<file path="config.mk">
export PLATFORM = sky130hd
export DESIGN_NAME = ela_frame_streamer_flat
export DESIGN_NICKNAME = d
export VERILOG_FILES = /design/src/rtl/ela_pkg.sv /design/src/rtl/ela_frame_streamer_if.sv /design/src/rtl/ela_out_fifo.sv /design/src/rtl/ela_frame_streamer.sv /design/src/flat_wrapper.sv
export SDC_FILE = /design/constraint.sdc
export NUM_CORES = 1
export LEC_CHECK = 0
export CAP_MARGIN = 20
export CORE_MARGIN = 2
export CORE_UTILIZATION = 45
export DETAILED_ROUTE_END_ITERATION = 6
export GPL_TIMING_DRIVEN = 0
export PLACE_DENSITY = 0.73
export SLEW_MARGIN = 10
export SYNTH_ARGS = -nofsm -noshare
export SYNTH_HDL_FRONTEND = slang
export SYNTH_SLANG_ARGS = --single-unit
</file>
<file path="constraint.sdc">
create_clock -name clk -period 3.85 [get_ports clk]
set_input_delay 0.385 -clock clk [delete_from_list [all_inputs] [get_ports clk]]
set_output_delay 0.385 -clock clk [all_outputs]
set_load 0.02 [all_outputs]
</file>
<file path="src/rtl/ela_pkg.sv">
// Shared ELA deinterlacer constants and types; the interpolator reuses the image geometry.
package ela_pkg;
    localparam int IMG_W  = 32;
    localparam int IMG_H  = 32;
    localparam int ADDR_W = 10;

    typedef logic [7:0] pixel_t;

    typedef enum logic [1:0] {
        ST_IDLE  = 2'd0,
        ST_FETCH = 2'd1,
        ST_DRAIN = 2'd2,
        ST_DONE  = 2'd3
    } strm_state_t;

    // Running frame checksum: 16-bit wraparound sum of pixels.
    function automatic logic [15:0] csum_add(input logic [15:0] acc, input pixel_t px);
        return acc + {8'h00, px};
    endfunction
endpackage

</file>
<file path="src/rtl/ela_frame_streamer_if.sv">
// Result-memory read port plus pixel stream; master = streamer, slave = memory/sink side.
interface ela_frame_streamer_if #(parameter int ADDR_W = ela_pkg::ADDR_W);
    import ela_pkg::*;

    logic              mem_rd_en;
    logic [ADDR_W-1:0] mem_addr;
    pixel_t            mem_rdata;
    logic              out_valid;
    logic              out_ready;
    pixel_t            out_data;
    logic              out_eol;
    logic              out_last;

    modport master (
        output mem_rd_en, mem_addr,
        input  mem_rdata,
        output out_valid, out_data, out_eol, out_last,
        input  out_ready
    );

    modport slave (
        input  mem_rd_en, mem_addr,
        output mem_rdata,
        input  out_valid, out_data, out_eol, out_last,
        output out_ready
    );
endinterface

</file>
<file path="src/rtl/ela_out_fifo.sv">
// Synchronous first-word-fall-through pixel FIFO; the head is visible whenever not empty.
module ela_out_fifo
    import ela_pkg::*;
#(
    parameter int DEPTH = 4,
    localparam int PTR_W = $clog2(DEPTH),
    localparam int CNT_W = PTR_W + 1
) (
    input  logic             clk,
    input  logic             rst,
    input  logic             push,
    input  pixel_t           push_data,
    input  logic             pop,
    output pixel_t           head_data,
    output logic             empty,
    output logic             full,
    output logic [CNT_W-1:0] count
);
    pixel_t           mem_q [DEPTH];
    logic [PTR_W-1:0] wr_ptr_q;
    logic [PTR_W-1:0] rd_ptr_q;
    logic [CNT_W-1:0] cnt_q;
    logic             do_push_s;
    logic             do_pop_s;

    assign empty     = (cnt_q == CNT_W'(0));
    assign full      = (cnt_q == CNT_W'(DEPTH));
    assign count     = cnt_q;
    assign head_data = mem_q[rd_ptr_q];
    assign do_push_s = push & ~full;
    assign do_pop_s  = pop & ~empty;

    // Pointer and occupancy tracking.
    always_ff @(posedge clk) begin
        if (rst) begin
            wr_ptr_q <= '0;
            rd_ptr_q <= '0;
            cnt_q    <= '0;
        end else begin
            if (do_push_s) wr_ptr_q <= wr_ptr_q + PTR_W'(1);
            if (do_pop_s)  rd_ptr_q <= rd_ptr_q + PTR_W'(1);
            cnt_q <= cnt_q + CNT_W'(do_push_s) - CNT_W'(do_pop_s);
        end
    end

    // Storage array; contents are don't-care until written.
    always_ff @(posedge clk) begin
        if (do_push_s) mem_q[wr_ptr_q] <= push_data;
    end
endmodule

</file>
<file path="src/rtl/ela_frame_streamer.sv">
// Reads a finished frame from the result memory in raster order and streams it out
// over valid/ready with row/frame markers and a running 16-bit checksum.
module ela_frame_streamer #(
    parameter int IMG_W      = ela_pkg::IMG_W,
    parameter int IMG_H      = ela_pkg::IMG_H,
    parameter int ADDR_W     = ela_pkg::ADDR_W,
    parameter int FIFO_DEPTH = 4
) (
    input  logic                 clk,
    input  logic                 rst,
    input  logic                 start,
    ela_frame_streamer_if.master bus,
    output logic                 busy,
    output logic                 frame_done,
    output logic [15:0]          checksum
);
    import ela_pkg::*;

    localparam int NPIX  = IMG_W * IMG_H;
    localparam int COL_W = $clog2(IMG_W);
    localparam int CNT_W = $clog2(FIFO_DEPTH) + 1;
    localparam int CRD_W = CNT_W + 1;
    localparam logic [ADDR_W-1:0] LAST_ADDR = ADDR_W'(NPIX - 1);
    localparam logic [COL_W-1:0]  LAST_COL  = COL_W'(IMG_W - 1);

    strm_state_t       state_q;
    logic              start_q;
    logic              rd_en_q;
    logic              rd_pend_q;
    logic              busy_q;
    logic              done_q;
    logic [ADDR_W-1:0] rd_addr_q;
    logic [ADDR_W-1:0] pix_cnt_q;
    logic [ADDR_W-1:0] pix_cnt_d;
    logic [COL_W-1:0]  col_q;
    logic [COL_W-1:0]  col_d;
    logic [15:0]       csum_q;
    logic [15:0]       csum_d;

    pixel_t            head_s;
    logic              fifo_empty_s;
    logic              fifo_full_s;
    logic [CNT_W-1:0]  fifo_count_s;
    logic              valid_s;
    logic              pop_s;
    logic              launch_s;
    logic              eol_s;
    logic              last_s;
    logic [CRD_W-1:0]  commit_s;
    logic [CRD_W-1:0]  limit_s;
    logic              credit_ok_s;

    // Data returning one cycle after each read is pushed; rd_pend_q clears on reset,
    // so a read in flight across a reset is dropped.
    ela_out_fifo #(.DEPTH(FIFO_DEPTH)) u_fifo (
        .clk       (clk),
        .rst       (rst),
        .push      (rd_pend_q),
        .push_data (bus.mem_rdata),
        .pop       (pop_s),
        .head_data (head_s),
        .empty     (fifo_empty_s),
        .full      (fifo_full_s),
        .count     (fifo_count_s)
    );

    assign valid_s  = ~fifo_empty_s;
    assign pop_s    = valid_s & bus.out_ready;
    assign launch_s = start & ~start_q & (state_q == ST_IDLE);
    assign eol_s    = valid_s & (col_q == LAST_COL);
    assign last_s   = valid_s & (pix_cnt_q == LAST_ADDR);

    // Credit counts the read being issued now and the one whose data returns now,
    // since mem_rd_en is itself registered one cycle ahead of the read it decides.
    assign commit_s    = CRD_W'(fifo_count_s) + CRD_W'(rd_en_q) + CRD_W'(rd_pend_q);
    assign limit_s     = CRD_W'(FIFO_DEPTH) + CRD_W'(pop_s);
    assign credit_ok_s = (commit_s < limit_s) & (pop_s | ~fifo_full_s);

    // Next-state values for the output-side counters.
    always_comb begin
        pix_cnt_d = pix_cnt_q + ADDR_W'(1);
        csum_d    = csum_add(csum_q, head_s);
        if (col_q == LAST_COL) begin
            col_d = '0;
        end else begin
            col_d = col_q + COL_W'(1);
        end
    end

    // Control FSM with registered read strobe, address, busy and done pulse.
    always_ff @(posedge clk) begin
        if (rst) begin
            state_q   <= ST_IDLE;
            start_q   <= 1'b0;
            rd_en_q   <= 1'b0;
            rd_pend_q <= 1'b0;
            rd_addr_q <= '0;
            busy_q    <= 1'b0;
            done_q    <= 1'b0;
        end else begin
            start_q   <= start;
            rd_pend_q <= rd_en_q;
            case (state_q)
                ST_IDLE: begin
                    done_q <= 1'b0;
                    if (launch_s) begin
                        state_q   <= ST_FETCH;
                        busy_q    <= 1'b1;
                        rd_en_q   <= 1'b1;
                        rd_addr_q <= '0;
                    end else begin
                        rd_en_q   <= 1'b0;
                    end
                end
                ST_FETCH: begin
                    if (rd_en_q && (rd_addr_q == LAST_ADDR)) begin
                        state_q <= ST_DRAIN;
                        rd_en_q <= 1'b0;
                    end else begin
                        rd_en_q <= credit_ok_s;
                        if (rd_en_q) rd_addr_q <= rd_addr_q + ADDR_W'(1);
                    end
                end
                ST_DRAIN: begin
                    rd_en_q <= 1'b0;
                    if (pop_s && last_s) begin
                        state_q <= ST_DONE;
                        busy_q  <= 1'b0;
                        done_q  <= 1'b1;
                    end
                end
                ST_DONE: begin
                    done_q  <= 1'b0;
                    state_q <= ST_IDLE;
                end
                default: begin
                    state_q <= ST_IDLE;
                    rd_en_q <= 1'b0;
                    busy_q  <= 1'b0;
                    done_q  <= 1'b0;
                end
            endcase
        end
    end

    // Output pixel position and checksum; both restart on launch and hold after DONE.
    always_ff @(posedge clk) begin
        if (rst) begin
            pix_cnt_q <= '0;
            col_q     <= '0;
            csum_q    <= 16'h0000;
        end else if (launch_s) begin
            pix_cnt_q <= '0;
            col_q     <= '0;
            csum_q    <= 16'h0000;
        end else if (pop_s) begin
            pix_cnt_q <= pix_cnt_d;
            col_q     <= col_d;
            csum_q    <= csum_d;
        end
    end

    assign bus.mem_rd_en = rd_en_q;
    assign bus.mem_addr  = rd_addr_q;
    assign bus.out_valid = valid_s;
    assign bus.out_data  = valid_s ? head_s : 8'h00;
    assign bus.out_eol   = eol_s;
    assign bus.out_last  = last_s;
    assign busy          = busy_q;
    assign frame_done    = done_q;
    assign checksum      = csum_q;
endmodule

</file>
<file path="src/flat_wrapper.sv">
// flat-port wrapper written by rule: the top's interface ports become plain ports
module ela_frame_streamer_flat import ela_pkg::*;
#(
    parameter int IMG_W      = ela_pkg::IMG_W,
    parameter int IMG_H      = ela_pkg::IMG_H,
    parameter int ADDR_W     = ela_pkg::ADDR_W,
    parameter int FIFO_DEPTH = 4
)
  (clk, rst, start, busy, frame_done, checksum, bus_mem_rd_en, bus_mem_addr, bus_mem_rdata, bus_out_valid, bus_out_data, bus_out_eol, bus_out_last, bus_out_ready);
  ela_frame_streamer_if #(.ADDR_W(ADDR_W)) bus_i ();
  input  logic clk;
  input  logic rst;
  input  logic start;
  output logic busy;
  output logic frame_done;
  output logic [15:0] checksum;
  output wire logic [$bits(bus_i.mem_rd_en)-1:0] bus_mem_rd_en;
  output wire logic [$bits(bus_i.mem_addr)-1:0] bus_mem_addr;
  input wire logic [$bits(bus_i.mem_rdata)-1:0] bus_mem_rdata;
  output wire logic [$bits(bus_i.out_valid)-1:0] bus_out_valid;
  output wire logic [$bits(bus_i.out_data)-1:0] bus_out_data;
  output wire logic [$bits(bus_i.out_eol)-1:0] bus_out_eol;
  output wire logic [$bits(bus_i.out_last)-1:0] bus_out_last;
  input wire logic [$bits(bus_i.out_ready)-1:0] bus_out_ready;
  assign bus_mem_rd_en = bus_i.mem_rd_en;
  assign bus_mem_addr = bus_i.mem_addr;
  assign bus_i.mem_rdata = bus_mem_rdata;
  assign bus_out_valid = bus_i.out_valid;
  assign bus_out_data = bus_i.out_data;
  assign bus_out_eol = bus_i.out_eol;
  assign bus_out_last = bus_i.out_last;
  assign bus_i.out_ready = bus_out_ready;
  ela_frame_streamer #(.IMG_W(IMG_W), .IMG_H(IMG_H), .ADDR_W(ADDR_W), .FIFO_DEPTH(FIFO_DEPTH)) u_core (.clk(clk), .rst(rst), .start(start), .bus(bus_i), .busy(busy), .frame_done(frame_done), .checksum(checksum));
endmodule
</file>
== Word level (Yosys, flattened, before mapping) ==
Memory sizes are Yosys's and may differ from the RTL's. A register that Yosys moved wholly into a read port is not among the register bits.
Cells that the tools add are included.

* Register bits: 55
* Memory bits (writable): 32
* Input port bits: 12
* Output and inout port bits: 40
* Memories: 1

* $add $sub $neg: 11
* Order comparisons: 1
* Equal/unequal tests: 12
* Multiplexer cells: 22
* Bitwise operators: 12
* Reduce and logical (&&, ||, !) cells: 14

{| class="wikitable"
|+ Memories
! memory !! depth !! width !! rd ports !! clocked after memory_dff !! wr ports !! RTL line !! RTL
|-
| u_core.u_fifo.mem_q || 4 || 8 || 1 || 1 || 1 || ela_out_fifo.sv:19 || <nowiki>pixel_t mem_q [DEPTH];</nowiki>
|}

{| class="wikitable"
|+ Operator list
! operator !! count
|-
| $mux 10 || 3
|-
| $add 10x1->10 const B || 2
|-
| $eq 10x10->1 const B || 2
|-
| $pmux 10 s2 || 1
|-
| $add 16x8->16 || 1
|-
| $mux 2 || 5
|-
| $and 1x1->1 || 8
|-
| $mux 8 || 1
|-
| $ne 2x1->1 const B || 4
|-
| $pmux 2 s4 || 1
|-
| $mux 1 || 7
|-
| $reduce_and 3->1 || 2
|-
| $reduce_bool 2->1 || 3
|-
| $add 5x1->5 const B || 1
|-
| $eq 5x5->1 const B || 1
|-
| $mux 5 || 1
|-
| $add 2x1->2 const B || 2
|-
| $add 3x1->4 || 1
|-
| $add 3x1->4 const A || 1
|-
| $add 4x1->4 || 1
|-
| $eq 2x2->1 const B || 2
|-
| $lt 4x4->1 || 1
|-
| $pmux 1 s2 || 2
|-
| $reduce_and 4->1 || 1
|-
| 14 further kinds || 18
|}

== Depth between registers and ports, before layout ==
* Word-level depth: 8
* Mapped depth: 10

== Modules after synthesis ==
Synthesis repeated with hierarchy kept, for this count alone.

* Cells, all modules: 421
* Area total of the unflattened synthesis: 4,336.7 µm²

{| class="wikitable"
|+ Modules (own cells, without submodules)
! module !! times used !! cells an instance !! area an instance (µm²) !! seq. area each (µm²)
|-
| ela_frame_streamer || 1 || 328 || 2,705.1 || 960.9
|-
| ela_out_fifo || 1 || 93 || 1,631.6 || 1,141.1
|}

== Worst setup path after synthesis ==
No wires, ideal clock.

* Path kind: flip-flop to flip-flop
* Start: register (tool-made name)
* End: register u_core.csum_q[14], in the netlist u_core.checksum[14]
* Data arrival time: 2.535 ns
* Data required time: 3.722 ns
* Setup slack: 1.187 ns
* Cell stages (with the launch flop): 10
* Cells stage by stage: dfxtp_1 -> buf_2 -> mux4_2 -> ha_1 -> fa_1 -> a211oi_1 -> o211ai_1 -> nand4_1 -> xor2_1 -> nor2_1

{| class="wikitable"
|+ RTL lines
! element !! RTL line !! RTL
|-
| end signal: assignment || ela_frame_streamer.sv:159 || <nowiki>csum_q <= csum_d;</nowiki>
|-
| end: declaration || ela_frame_streamer.sv:37 || <nowiki>logic [15:0] csum_q;</nowiki>
|}

==> flow_metrics.env <==
export IMPL_outcome="finished clean"
export IMPL_drtAntennaViolNets=0
export IMPL_max_slew_margin_rel_pct=59.3
export IMPL_tritoncts="built"
export IMPL_report_final_hold_viol_count=0
export IMPL_global_route_overflow_total=0
export IMPL_clk_pin_slew_ns=0.11
export IMPL_yosys_area_top_type="sky130_fd_sc_hd__dfxtp_1"
export IMPL_cts_root_buf="sky130_fd_sc_hd__clkbuf_8"
export IMPL_required_time_worst_endpoint_ns=4.09
export IMPL_timing_setup_tns_ns=0
export IMPL_synth_main_ff_cell="sky130_fd_sc_hd__dfxtp_1"
export IMPL_seq_area_um2=2100
export IMPL_die_height_um=102
export IMPL_yosys_warnings=0
export IMPL_antenna_found_initial=0
export IMPL_numPortBuffers=51
export IMPL_timing_critical_path_slowest_cell_delay_ns=0.57
export IMPL_n_antenna_cell=0
export IMPL_synth_edff_count=32
export IMPL_ys_seq_elements=89
export IMPL_drtIter0Drc=110
export IMPL_remaining_drc_errors=0
export IMPL_htree_num_levels=3
export IMPL_vias=3306
export IMPL_yosysUniqueCellTypes=55
export IMPL_critPathLaunchType="flip-flop"
export IMPL_critical_path_slowest_cell="sky130_fd_sc_hd__mux4_2"
export IMPL_ys_top_cells_by_count="57 x sky130_fd_sc_hd__dfxtp_1, 39 x sky130_fd_sc_hd__nand2_1, 39 x sky130_fd_sc_hd__nor2_1"
export IMPL_multi_input_comb_area_um2=2130
export IMPL_slew_violations=0
export IMPL_critPathCaptureType="flip-flop"
export IMPL_sequential_cell_area_fraction_in_the_yosys_report_pct=48.4
export IMPL_vdd_ir_drop_max_mv=0.249
export IMPL_synthArstFlopShare_pct=0
export IMPL_critPathArrivalTime_ns=3.27
export IMPL_synth_top_cells_by_area="sky130_fd_sc_hd__dfxtp_1 26%, sky130_fd_sc_hd__edfxtp_1 22%, sky130_fd_sc_hd__ha_1 7.2%"
export IMPL_cts_post_setup_buffers_inserted=0
export IMPL_timing_max_cap_violations=0
export IMPL_initial_utilization_pct=46.8
export IMPL_io_pins=52
export IMPL_first_global_vias=3164
export IMPL_power_static_leakage_nw=1.85
export IMPL_share_of_layout_cells_above_drive_strength_1_pct=8.26
export IMPL_synth_area_um2=4340
export IMPL_min_period_ns=3.03
export IMPL_hold_worst_slack_ns=0.472
export IMPL_power_density_nw_per_um2=587
export IMPL_synth_most_common_cell="sky130_fd_sc_hd__dfxtp_1"
export IMPL_finalCritPeriodShare_pct=78.8
export IMPL_die_area_um2=10500
export IMPL_post_route_worst_setup_slack_ns=0.817
export IMPL_crit_path_cell_trace="buf_2 -> mux4_2 -> ha_1 -> fa_1 -> a211oi_1 -> o211ai_1 -> nand3_1 -> xor2_1 -> nor2_1"
export IMPL_postSynthAreaPerCell_um2=10.4
export IMPL_post_dp_hpwl_um=6690
export IMPL_synthCells=417
export IMPL_placement_setup_worst_slack_ns=0.757
export IMPL_path_buf_inv=1
export IMPL_worst_path_max_fanout=8
export IMPL_netlist_area_leader_share_pct=26.3
export IMPL_pin_count_of_the_biggest_net_entering_global_routing=20
export IMPL_wire_per_inst_um=15.1
export IMPL_setup_viol=0
export IMPL_area_growth_synth_to_final_pct=20.1
export IMPL_hold_bufs_inserted_after_cts=0
export IMPL_timing_critical_path_max_delay_family="compound AO/OA/AOI/OAI gates"
export IMPL_rsz_0062_raised_after_global_routing="no"
export IMPL_path_type_of_the_worst_setup_path="reg -> reg"
export IMPL_drt_pre_antenna_iters=4
export IMPL_finalClockSkew_ns=0.0155
export IMPL_fmax_mhz=330
export IMPL_core_area_um2=9280
export IMPL_clock_path_buffers=2
export IMPL_gpl_final_weighted_congestion=0.842
export IMPL_min_path_type="reg -> reg"
export IMPL_postRouteWirelength_um=9250
export IMPL_synth_net_count=457
export IMPL_die_width_um=102
export IMPL_clock_sinks=89
export IMPL_nNetsFinal=519
export IMPL_grt_pass1_wl_um=14800
export IMPL_cts_resized=0
export IMPL_route_detailed_vias_per_inst=5.39
export IMPL_clk_insertion_delay_late_ns=0.37
export IMPL_num_rows=35
export IMPL_tot_gr_track_use_pct=18.2
export IMPL_numCtsBuffers=9
export IMPL_timing_worst_slew_pin_value_ns=0.610
export IMPL_nFillCells=820
-- layout by cell type, fill, tap and decap left out, types with 3 or more instances in the layout --
cell,count
sky130_fd_sc_hd__clkbuf_1,3
sky130_fd_sc_hd__a21oi_1,32
sky130_fd_sc_hd__xor2_1,13
sky130_fd_sc_hd__o211ai_1,5
sky130_fd_sc_hd__nor3_1,9
sky130_fd_sc_hd__clkdlybuf4s50_1,51
sky130_fd_sc_hd__nor2b_1,4
sky130_fd_sc_hd__fa_1,3
sky130_fd_sc_hd__and2_1,15
sky130_fd_sc_hd__edfxtp_1,32
sky130_fd_sc_hd__dfxtp_1,57
sky130_fd_sc_hd__o31ai_1,3
sky130_fd_sc_hd__inv_8,3
sky130_fd_sc_hd__xnor2_1,11
sky130_fd_sc_hd__inv_1,15
sky130_fd_sc_hd__or3_1,4
sky130_fd_sc_hd__a2111o_1,3
sky130_fd_sc_hd__nand4_1,9
sky130_fd_sc_hd__and3_1,3
sky130_fd_sc_hd__a211oi_1,5
sky130_fd_sc_hd__nor2_1,39
sky130_fd_sc_hd__o21ai_0,12
sky130_fd_sc_hd__buf_1,4
sky130_fd_sc_hd__nand2b_1,5
sky130_fd_sc_hd__ha_1,25
sky130_fd_sc_hd__mux4_2,8
sky130_fd_sc_hd__mux2i_1,3
sky130_fd_sc_hd__buf_2,6
sky130_fd_sc_hd__clkbuf_8,9
sky130_fd_sc_hd__nand2_1,39
sky130_fd_sc_hd__nand3_1,14
-- cells by family after synthesis --
kind of cell,synth area share [%]
adder cells (fa/ha/maj),8.58
multiplexers,4.84
AND/OR/NAND/NOR,17.8
buffers and inverters,2.68
AO/OA/AOI/OAI,12.9
XOR/XNOR,4.84
flip-flops,48.4
-- final cells by class --
cell class	instances	area share, %
Buffer	13	1.08
Clock buffer	9	2.37
Tap cell	129	3.09
Sequential cell	89	40.3
Inverter	16	1.15
Multi-Input combinational cell	299	40.8
Timing Repair Buffer	51	9.79
Clock inverter	7	1.46
-- layer usage --
metal  vias up  part of all wire [%]  global-route usage (%)
li1       1641                     -                       -
met1      1599                    46                    23.0
met2        60                    50                    31.1
met3         6                   3.1                    4.86
met4         0                  0.96                    4.72
met5         -                     0                       0
-- registers in the layout, indices dropped and copies added, names as in the netlist, named ones only --
signal and cells:
u_core.u_fifo.count 3, u_core.bus.mem_rd_en 1, u_core.busy 1, u_core.checksum 16, u_core.u_fifo.rd_ptr_q 2, u_core.start_q 1
u_core.rd_pend_q 1, u_core.pix_cnt_q 10, u_core.bus.mem_addr 10, u_core.state_q 2, u_core.col_q 5, u_core.u_fifo.wr_ptr_q 2
u_core.u_fifo.mem_q 32, u_core.frame_done 1
-- worst register-to-register path: cells and delay by family, from the launching register on --
family / cells / cell delay (ns)
adders and majority gates: 2 / 0.66
DFF: 1 / 0.32
muxes: 1 / 0.57
and+or+nand+nor: 2 / 0.22
xor gates and xnor gates: 1 / 0.17
buffers and inverters: 1 / 0.27
AOI/OAI and AO/OA: 2 / 0.70
-- power breakdown --
part	switching (mW)	total (mW)	internal, mW
Sequential	0.0864	1.15	1.07
Combinational	0.733	1.25	0.520
Clock	0.396	0.656	0.260
-- final timing paths --
check | from | slack [ns] | to | cells after the start
worst max-delay path | flip-flop | 0.82 | u_core.checksum[8]$_SDFFE_PP0N_ | 9
worst min-delay path | u_core.col_q[4]$_SDFFE_PP0N_ | 0.47 | u_core.col_q[4]$_SDFFE_PP0N_ | 2
worst min register to register | u_core.col_q[4]$_SDFFE_PP0N_ | 0.47 | u_core.col_q[4]$_SDFFE_PP0N_ | 2
worst max register to register | flip-flop | 0.82 | u_core.checksum[8]$_SDFFE_PP0N_ | 9
-- through the flow --
stage | cells | area, µm² | power (mW) | utilization [%]
6_report | 613 | 5220 | 3.06 | 56.2
5_1_grt | 613 | 5220 | 3.25 | 56.2
4_1_cts | 613 | 5220 | 3.08 | 56.2
3_5_place_dp | 597 | 5020 | 2.43 | 54.0
3_3_place_gp | 597 | 5020 | 2.40 | 54.0
2_1_floorplan | 417 | 4340 | 2.01 | -
Note: power is estimated with default switching activity, not from simulation.
